### src/rtl/swerv_types.sv
// Shared types for the LSU DCCM arbiter: FSM states and word geometry.
package swerv_types;

    typedef enum logic [1:0] {
        IDLE,
        MRG,
        WR
    } dccm_arb_state_e;

    localparam int unsigned DccmWordBytes = 4;

endpackage

### src/rtl/lsu_dccm_arb_if.sv
// Request/response bundle between core, DMA, DCCM and the LSU DCCM arbiter.
interface lsu_dccm_arb_if #(
    parameter int DCCM_BITS = 16
);
    logic                 core_req_valid;
    logic                 core_req_ready;
    logic                 core_req_wr;
    logic [DCCM_BITS-1:0] core_req_addr;
    logic [31:0]          core_req_wdata;

    logic                 dma_req_valid;
    logic                 dma_req_ready;
    logic                 dma_req_wr;
    logic [DCCM_BITS-1:0] dma_req_addr;
    logic [31:0]          dma_req_wdata;
    logic [3:0]           dma_req_be;

    logic                 dccm_wren;
    logic                 dccm_rden;
    logic [DCCM_BITS-1:0] dccm_wr_addr;
    logic [DCCM_BITS-1:0] dccm_rd_addr_lo;
    logic [DCCM_BITS-1:0] dccm_rd_addr_hi;
    logic [31:0]          dccm_wr_data;
    logic [31:0]          dccm_rd_data_lo;

    logic                 core_rsp_valid;
    logic                 dma_rsp_valid;
    logic [31:0]          rsp_data;

    // Arbiter view.
    modport slave (
        input  core_req_valid, core_req_wr, core_req_addr, core_req_wdata,
        input  dma_req_valid, dma_req_wr, dma_req_addr, dma_req_wdata, dma_req_be,
        input  dccm_rd_data_lo,
        output core_req_ready, dma_req_ready,
        output dccm_wren, dccm_rden, dccm_wr_addr, dccm_rd_addr_lo, dccm_rd_addr_hi,
        output dccm_wr_data,
        output core_rsp_valid, dma_rsp_valid, rsp_data
    );

    // Requester and memory view.
    modport master (
        output core_req_valid, core_req_wr, core_req_addr, core_req_wdata,
        output dma_req_valid, dma_req_wr, dma_req_addr, dma_req_wdata, dma_req_be,
        output dccm_rd_data_lo,
        input  core_req_ready, dma_req_ready,
        input  dccm_wren, dccm_rden, dccm_wr_addr, dccm_rd_addr_lo, dccm_rd_addr_hi,
        input  dccm_wr_data,
        input  core_rsp_valid, dma_rsp_valid, rsp_data
    );
endinterface

### src/rtl/lsu_dccm_merge.sv
// Byte-lane merge for DMA partial writes: enabled lanes from wdata, others from rd_data.
module lsu_dccm_merge
    import swerv_types::*;
(
    input  logic [3:0]  be,
    input  logic [31:0] wdata,
    input  logic [31:0] rd_data,
    output logic [31:0] merged
);

    always_comb begin
        merged = rd_data;
        for (int i = 0; i < int'(DccmWordBytes); i++) begin
            if (be[i]) merged[8*i +: 8] = wdata[8*i +: 8];
        end
    end

endmodule

### src/rtl/lsu_dccm_arb.sv
// Arbitrates core and DMA access to the DCCM; DMA partial writes run as read-merge-write.
module lsu_dccm_arb
    import swerv_types::*;
#(
    parameter int DCCM_BITS      = 16,
    parameter int DMA_STARVE_MAX = 4
) (
    input logic           clk,
    input logic           rst,
    input logic           lsu_freeze_dc3,
    lsu_dccm_arb_if.slave bus
);

    localparam logic [3:0]           StarveMax = 4'(DMA_STARVE_MAX);
    localparam logic [DCCM_BITS-1:0] AlignMask = ~DCCM_BITS'(3);

    dccm_arb_state_e      state_q, state_d;
    logic [3:0]           starve_q, starve_d;
    logic                 core_pend_q, core_pend_d;
    logic                 dma_pend_q, dma_pend_d;
    logic [31:0]          merge_q, merge_d;
    logic [31:0]          merged;
    logic                 dma_win;
    logic                 dma_partial;
    logic [DCCM_BITS-1:0] core_addr;
    logic [DCCM_BITS-1:0] dma_addr;

    assign core_addr   = bus.core_req_addr & AlignMask;
    assign dma_addr    = bus.dma_req_addr & AlignMask;
    assign dma_partial = (bus.dma_req_be != 4'h0) && (bus.dma_req_be != 4'hF);

    lsu_dccm_merge u_merge (
        .be      (bus.dma_req_be),
        .wdata   (bus.dma_req_wdata),
        .rd_data (bus.dccm_rd_data_lo),
        .merged  (merged)
    );

    always_comb begin
        state_d             = state_q;
        starve_d            = starve_q;
        core_pend_d         = core_pend_q;
        dma_pend_d          = dma_pend_q;
        merge_d             = merge_q;
        dma_win             = 1'b0;
        bus.core_req_ready  = 1'b0;
        bus.dma_req_ready   = 1'b0;
        bus.dccm_wren       = 1'b0;
        bus.dccm_rden       = 1'b0;
        bus.dccm_wr_addr    = '0;
        bus.dccm_rd_addr_lo = '0;
        bus.dccm_wr_data    = '0;
        bus.core_rsp_valid  = 1'b0;
        bus.dma_rsp_valid   = 1'b0;
        bus.rsp_data        = rst ? 32'h0 : bus.dccm_rd_data_lo;

        // Reset and freeze both silence the port; everything below only runs when live.
        if (!rst && !lsu_freeze_dc3) begin
            bus.core_rsp_valid = core_pend_q;
            bus.dma_rsp_valid  = dma_pend_q;
            core_pend_d        = 1'b0;
            dma_pend_d         = 1'b0;

            unique case (state_q)
                IDLE: begin
                    dma_win = bus.dma_req_valid &&
                              (!bus.core_req_valid || starve_q == StarveMax);
                    if (dma_win) begin
                        if (!bus.dma_req_wr) begin
                            bus.dma_req_ready   = 1'b1;
                            bus.dccm_rden       = 1'b1;
                            bus.dccm_rd_addr_lo = dma_addr;
                            dma_pend_d          = 1'b1;
                        end else if (dma_partial) begin
                            // Internal read for the merge; no response to the DMA.
                            bus.dccm_rden       = 1'b1;
                            bus.dccm_rd_addr_lo = dma_addr;
                            state_d             = MRG;
                        end else begin
                            bus.dma_req_ready = 1'b1;
                            if (bus.dma_req_be == 4'hF) begin
                                bus.dccm_wren    = 1'b1;
                                bus.dccm_wr_addr = dma_addr;
                                bus.dccm_wr_data = bus.dma_req_wdata;
                            end
                        end
                    end else if (bus.core_req_valid) begin
                        bus.core_req_ready = 1'b1;
                        if (bus.core_req_wr) begin
                            bus.dccm_wren    = 1'b1;
                            bus.dccm_wr_addr = core_addr;
                            bus.dccm_wr_data = bus.core_req_wdata;
                        end else begin
                            bus.dccm_rden       = 1'b1;
                            bus.dccm_rd_addr_lo = core_addr;
                            core_pend_d         = 1'b1;
                        end
                    end
                end
                MRG: begin
                    merge_d = merged;
                    state_d = WR;
                end
                WR: begin
                    bus.dccm_wren     = 1'b1;
                    bus.dccm_wr_addr  = dma_addr;
                    bus.dccm_wr_data  = merge_q;
                    bus.dma_req_ready = 1'b1;
                    state_d           = IDLE;
                end
                default: state_d = IDLE;
            endcase

            // An RMW in flight counts as DMA being served, so it never ages the counter.
            if (dma_win || state_q != IDLE) begin
                starve_d = 4'h0;
            end else if (bus.dma_req_valid && starve_q < StarveMax) begin
                starve_d = starve_q + 4'h1;
            end
        end

        bus.dccm_rd_addr_hi = bus.dccm_rd_addr_lo;
    end

    always_ff @(posedge clk) begin
        if (rst) begin
            state_q     <= IDLE;
            starve_q    <= 4'h0;
            core_pend_q <= 1'b0;
            dma_pend_q  <= 1'b0;
            merge_q     <= 32'h0;
        end else begin
            state_q     <= state_d;
            starve_q    <= starve_d;
            core_pend_q <= core_pend_d;
            dma_pend_q  <= dma_pend_d;
            merge_q     <= merge_d;
        end
    end

endmodule

### src/flat_wrapper.sv
// flat-port wrapper written by rule: the top's interface ports become plain ports
module lsu_dccm_arb_flat import swerv_types::*;
#(
    parameter int DCCM_BITS      = 16,
    parameter int DMA_STARVE_MAX = 4
)
  (clk, rst, lsu_freeze_dc3, bus_core_req_valid, bus_core_req_wr, bus_core_req_addr, bus_core_req_wdata, bus_dma_req_valid, bus_dma_req_wr, bus_dma_req_addr, bus_dma_req_wdata, bus_dma_req_be, bus_dccm_rd_data_lo, bus_core_req_ready, bus_dma_req_ready, bus_dccm_wren, bus_dccm_rden, bus_dccm_wr_addr, bus_dccm_rd_addr_lo, bus_dccm_rd_addr_hi, bus_dccm_wr_data, bus_core_rsp_valid, bus_dma_rsp_valid, bus_rsp_data);
  lsu_dccm_arb_if #(.DCCM_BITS(DCCM_BITS)) bus_i ();
  input logic clk;
  input logic rst;
  input logic lsu_freeze_dc3;
  input wire logic [$bits(bus_i.core_req_valid)-1:0] bus_core_req_valid;
  input wire logic [$bits(bus_i.core_req_wr)-1:0] bus_core_req_wr;
  input wire logic [$bits(bus_i.core_req_addr)-1:0] bus_core_req_addr;
  input wire logic [$bits(bus_i.core_req_wdata)-1:0] bus_core_req_wdata;
  input wire logic [$bits(bus_i.dma_req_valid)-1:0] bus_dma_req_valid;
  input wire logic [$bits(bus_i.dma_req_wr)-1:0] bus_dma_req_wr;
  input wire logic [$bits(bus_i.dma_req_addr)-1:0] bus_dma_req_addr;
  input wire logic [$bits(bus_i.dma_req_wdata)-1:0] bus_dma_req_wdata;
  input wire logic [$bits(bus_i.dma_req_be)-1:0] bus_dma_req_be;
  input wire logic [$bits(bus_i.dccm_rd_data_lo)-1:0] bus_dccm_rd_data_lo;
  output wire logic [$bits(bus_i.core_req_ready)-1:0] bus_core_req_ready;
  output wire logic [$bits(bus_i.dma_req_ready)-1:0] bus_dma_req_ready;
  output wire logic [$bits(bus_i.dccm_wren)-1:0] bus_dccm_wren;
  output wire logic [$bits(bus_i.dccm_rden)-1:0] bus_dccm_rden;
  output wire logic [$bits(bus_i.dccm_wr_addr)-1:0] bus_dccm_wr_addr;
  output wire logic [$bits(bus_i.dccm_rd_addr_lo)-1:0] bus_dccm_rd_addr_lo;
  output wire logic [$bits(bus_i.dccm_rd_addr_hi)-1:0] bus_dccm_rd_addr_hi;
  output wire logic [$bits(bus_i.dccm_wr_data)-1:0] bus_dccm_wr_data;
  output wire logic [$bits(bus_i.core_rsp_valid)-1:0] bus_core_rsp_valid;
  output wire logic [$bits(bus_i.dma_rsp_valid)-1:0] bus_dma_rsp_valid;
  output wire logic [$bits(bus_i.rsp_data)-1:0] bus_rsp_data;
  assign bus_i.core_req_valid = bus_core_req_valid;
  assign bus_i.core_req_wr = bus_core_req_wr;
  assign bus_i.core_req_addr = bus_core_req_addr;
  assign bus_i.core_req_wdata = bus_core_req_wdata;
  assign bus_i.dma_req_valid = bus_dma_req_valid;
  assign bus_i.dma_req_wr = bus_dma_req_wr;
  assign bus_i.dma_req_addr = bus_dma_req_addr;
  assign bus_i.dma_req_wdata = bus_dma_req_wdata;
  assign bus_i.dma_req_be = bus_dma_req_be;
  assign bus_i.dccm_rd_data_lo = bus_dccm_rd_data_lo;
  assign bus_core_req_ready = bus_i.core_req_ready;
  assign bus_dma_req_ready = bus_i.dma_req_ready;
  assign bus_dccm_wren = bus_i.dccm_wren;
  assign bus_dccm_rden = bus_i.dccm_rden;
  assign bus_dccm_wr_addr = bus_i.dccm_wr_addr;
  assign bus_dccm_rd_addr_lo = bus_i.dccm_rd_addr_lo;
  assign bus_dccm_rd_addr_hi = bus_i.dccm_rd_addr_hi;
  assign bus_dccm_wr_data = bus_i.dccm_wr_data;
  assign bus_core_rsp_valid = bus_i.core_rsp_valid;
  assign bus_dma_rsp_valid = bus_i.dma_rsp_valid;
  assign bus_rsp_data = bus_i.rsp_data;
  lsu_dccm_arb #(.DCCM_BITS(DCCM_BITS), .DMA_STARVE_MAX(DMA_STARVE_MAX)) u_core (.clk(clk), .rst(rst), .lsu_freeze_dc3(lsu_freeze_dc3), .bus(bus_i));
endmodule
### config.mk
export PLATFORM = sky130hd
export DESIGN_NAME = lsu_dccm_arb_flat
export DESIGN_NICKNAME = d
export VERILOG_FILES = /design/src/rtl/swerv_types.sv /design/src/rtl/lsu_dccm_arb_if.sv /design/src/rtl/lsu_dccm_merge.sv /design/src/rtl/lsu_dccm_arb.sv /design/src/flat_wrapper.sv
export SDC_FILE = /design/constraint.sdc
export NUM_CORES = 1
export LEC_CHECK = 0
export ABC_AREA = 1
export BUFFER_PORTS_ARGS = -buffer_cell sky130_fd_sc_hd__buf_2
export CELL_PAD_IN_SITES_DETAIL_PLACEMENT = 1
export CELL_PAD_IN_SITES_GLOBAL_PLACEMENT = 2
export CORE_MARGIN = 2
export CORE_UTILIZATION = 19
export CTS_CLUSTER_DIAMETER = 60
export CTS_CLUSTER_SIZE = 30
export DETAILED_ROUTE_END_ITERATION = 8
export PLACE_DENSITY_LB_ADDON = 0.1
export SETUP_SLACK_MARGIN = 0.1
export SLEW_MARGIN = 20
export SYNTH_ARGS = -nofsm -noshare
export SYNTH_HDL_FRONTEND = slang
export SYNTH_HIERARCHICAL = 1
export SYNTH_SLANG_ARGS = --single-unit
export TNS_END_PERCENT = 1
### constraint.sdc
create_clock -name clk -period 1.9 [get_ports clk]
set_input_delay 0 -clock clk [delete_from_list [all_inputs] [get_ports clk]]
set_output_delay 0 -clock clk [all_outputs]
set_load 0.01 [all_outputs]
==> qor.yml <==
clocking:
  cts_buffer_depth: 2
  path_clk_slew_ps: 70
  clkLatencyLatePin_ps: 290
  root_buffer: "clkbuf_16"
  ctsHtreeMaxLevel: 2
  clock-sinks: 40
  ctsHoldBuffers: 0
  cts_buffers: 5
  cts_tree: "done"
power:
  internal_power_uw: 1710
  combPwrFrac: 0.362
  switchingPower_uw: 976
  ir_drop_mv: 0.283
  power.share.clock: 0.318
  p_sw_frac: 0.363
  seq_power_share: 0.320
  powerDensity_nw_per_um2: 414
  p_leak_uw: 0.00351
routing:
  first_iter_violations: 192
  post_drt_wl_per_cell_um: 16.6
  antenna_left: 0
  drc: 0
  wirelength_um: 22000
  drt-vias-per-instance: 4.46
  vias: 5910
  first_pass_iters: 4
placed_design:
  placed_cell_area_um2: 5650
  io_buffer_count: 246
  post-dp-hpwl_um: 15900
  gp_congestion: 0.768
  post-place-ws_ps: 139
critical_path:
  cp.required_ps: 1900
  worstPathCellList: "inv_2 > ha_4 > nand3_2 > nand2_2 > nand2_4 > buf_12 > nor2_4 > buf_12 > buf_12 > nand3_1 > nand2_1 > buf_6"
  cp_max_fo: 7
  worst_path_most_repeated_cell: "buf_12"
  start_kind: "flop"
  crit_start: "u_core/starve_q[1]"
  reg2reg_from: "u_core/starve_q[0]"
  arrival_ps: 1840
  worstSetupPathType: "flop to output port"
  cpMaxStageDelayCell: "dfxtp_2"
  critical_path.max_stage_delay_ps: 320
  crit_buf_inv: 5
  cp_top_family: "buffers and inverters"
  end_kind: "output port"
synth:
  yosys_most_used_dff: "dfxtp_1"
  synthCells: 808
  synthArstFlopShare: 0
  ys_seq_area_frac: 0.191
  synth_edf_count: 0
  syn_area_um2: 4200
  yosysWarnings: 6
  synthDistinctLibCells: 25
  syn_avg_cell_area_um2: 5.20
  ys_seq_elements: 40
global_routing:
  grt_max_degree: 45
  grt_usage: 0.185
  grt_antenna_before_repair: 2
  grt_pass1_wl_um: 34500
  overflow: 0
  grt_pass1_vias: 6055
sta:
  hold_viol: 0
  slew_violations: 0
  setup_slack_ps: 56.0
  fmax_mhz: 542
  fin_crit_sh: 0.971
  period_needed_ps: 1840
  rsz0062_at_grt: "true"
  finalClockSkew_ps: 8.54
  max_slew_margin: 0.493
  setup_viol_count_final: 0
  tightest_slew_ps: 759
hold_path:
  hold_path_class: "input pin to flop"
  hp-start: "bus_dccm_rd_data_lo[3]"
floorplanning:
  rows: 54
  initial_core_util: 0.193
  die_area_um2: 23300
  coreArea_um2: 21800
  dieWidth_um: 153
  ios: 257
  fp.dieH_um: 153
layout:
  syn2layout_area_growth_pct: 54.6
  design_area_um2: 6490
  finish.net_count: 1181
  drive_gt1_frac: 0.385
  final_common_cell: "nand2_1"
  final_cell_mix: "nand2_1 (354), buf_2 (235), nand3_1 (72)"
run:
  cap_viol_max_count: 0
outcome:
  status: "complete, no violations"
## worst paths after layout
| path | end | slack [ps] | cells past startpoint |
|---|---|---|---|
| setup / recovery | bus_dccm_wr_data[29] | 60 | 12 |
| setup reg to reg | u_core/starve_q[2] | 320 | 11 |
| hold reg to reg | u_core/starve_q[3] | 460 | 2 |
| hold / removal | u_core/merge_q[3] | 10 | 5 |
## routing by layer
| layer | track usage | share of wire | vias up | wire length, um |
|---|---|---|---|---|
| met5 | 0 | 0.00059 | - | 13 |
| met4 | 0.0348 | 0.0089 | 2 | 197 |
| met3 | 0.0398 | 0.053 | 15 | 1170 |
| met2 | 0.310 | 0.46 | 157 | 10200 |
| met1 | 0.245 | 0.48 | 2744 | 10500 |
| li1 | - | - | 2992 | - |
## synth_stat cells, types with 2 or more instances
master / n / area (um^2)
inv_1: 48 / 180
buf_1: 5 / 18.8
dfxtp_1: 40 / 801
clkbuf_1: 19 / 71.3
nand2_1: 382 / 1430
a21oi_1: 30 / 150
nand4_1: 25 / 156
buf_6: 5 / 56.3
inv_2: 6 / 22.5
buf_4: 22 / 165
nor2_2: 2 / 12.5
buf_2: 26 / 130
o21ai_0: 36 / 180
ha_1: 2 / 25.0
nor2_1: 44 / 165
nand2_2: 2 / 12.5
nand3_1: 103 / 515
nor2_4: 4 / 45.0
## area by class of cell
| type | count | area [um^2] |
|---|---|---|
| diodes | 4 | 10.0 |
| clock buffers | 6 | 129 |
| clock inverters | 1 | 5.00 |
| fillers | 2930 | 15300 |
| inverters | 56 | 219 |
| multi-input cells | 641 | 3090 |
| flip-flops and latches | 40 | 805 |
| well taps | 280 | 350 |
| repair buffers | 296 | 1880 |
## through the flow
step,setup TNS (ps),instances,utilization,total power (uW),hold WS [ps]
finish,0,1324,0.299,2690,14.2
global route,-1430,1321,0.298,2880,43.0
CTS,-4.12,1312,0.284,2700,9.17
detailed placement,0,1295,0.260,1750,300
global placement,0,1295,0.260,1750,299
floorplan,0,813,-,1340,83.2
## power groups by stage
stage	combinational (uW)	clock, uW	sequential, uW
finish	974	853	860
global route	1090	933	861
CTS	951	895	859
detailed placement	871	0	878
global placement	871	0	878
floorplan	461	0	875
## flip-flops by register name, indices dropped and copies added, names as in the netlist
name / count
u_core/merge_q: 32
u_core/starve_q: 4
u_core/core_pend_q: 1
u_core/state_q: 2
u_core/dma_pend_q: 1
## repair_timing
| item | 4_1_cts | 5_1_grt |
|---|---|---|
| cloned | 4 | 1 |
| setup endpoints to repair | 77 | 81 |
| pin swaps | 48 | 50 |
| setup buffers | 6 | 7 |
| gates resized for setup | 69 | 55 |
## kinds of logic after synthesis
| logic type | share of synthesized area |
|---|---|
| adder cells (fa/ha/maj) | 0.00596 |
| other | 0.000893 |
| buffers and inverters | 0.156 |
| flip-flops | 0.191 |
| AND/OR/NAND/NOR | 0.565 |
| AO/OA/AOI/OAI | 0.0816 |
## worst min-delay path, stage by stage
cell and delay (ps):
buf_2 90, nand2_1 50, nand2_1 50, nand2_1 40, o21ai_0 50
No activity file was read; power rests on OpenSTA's default activity.
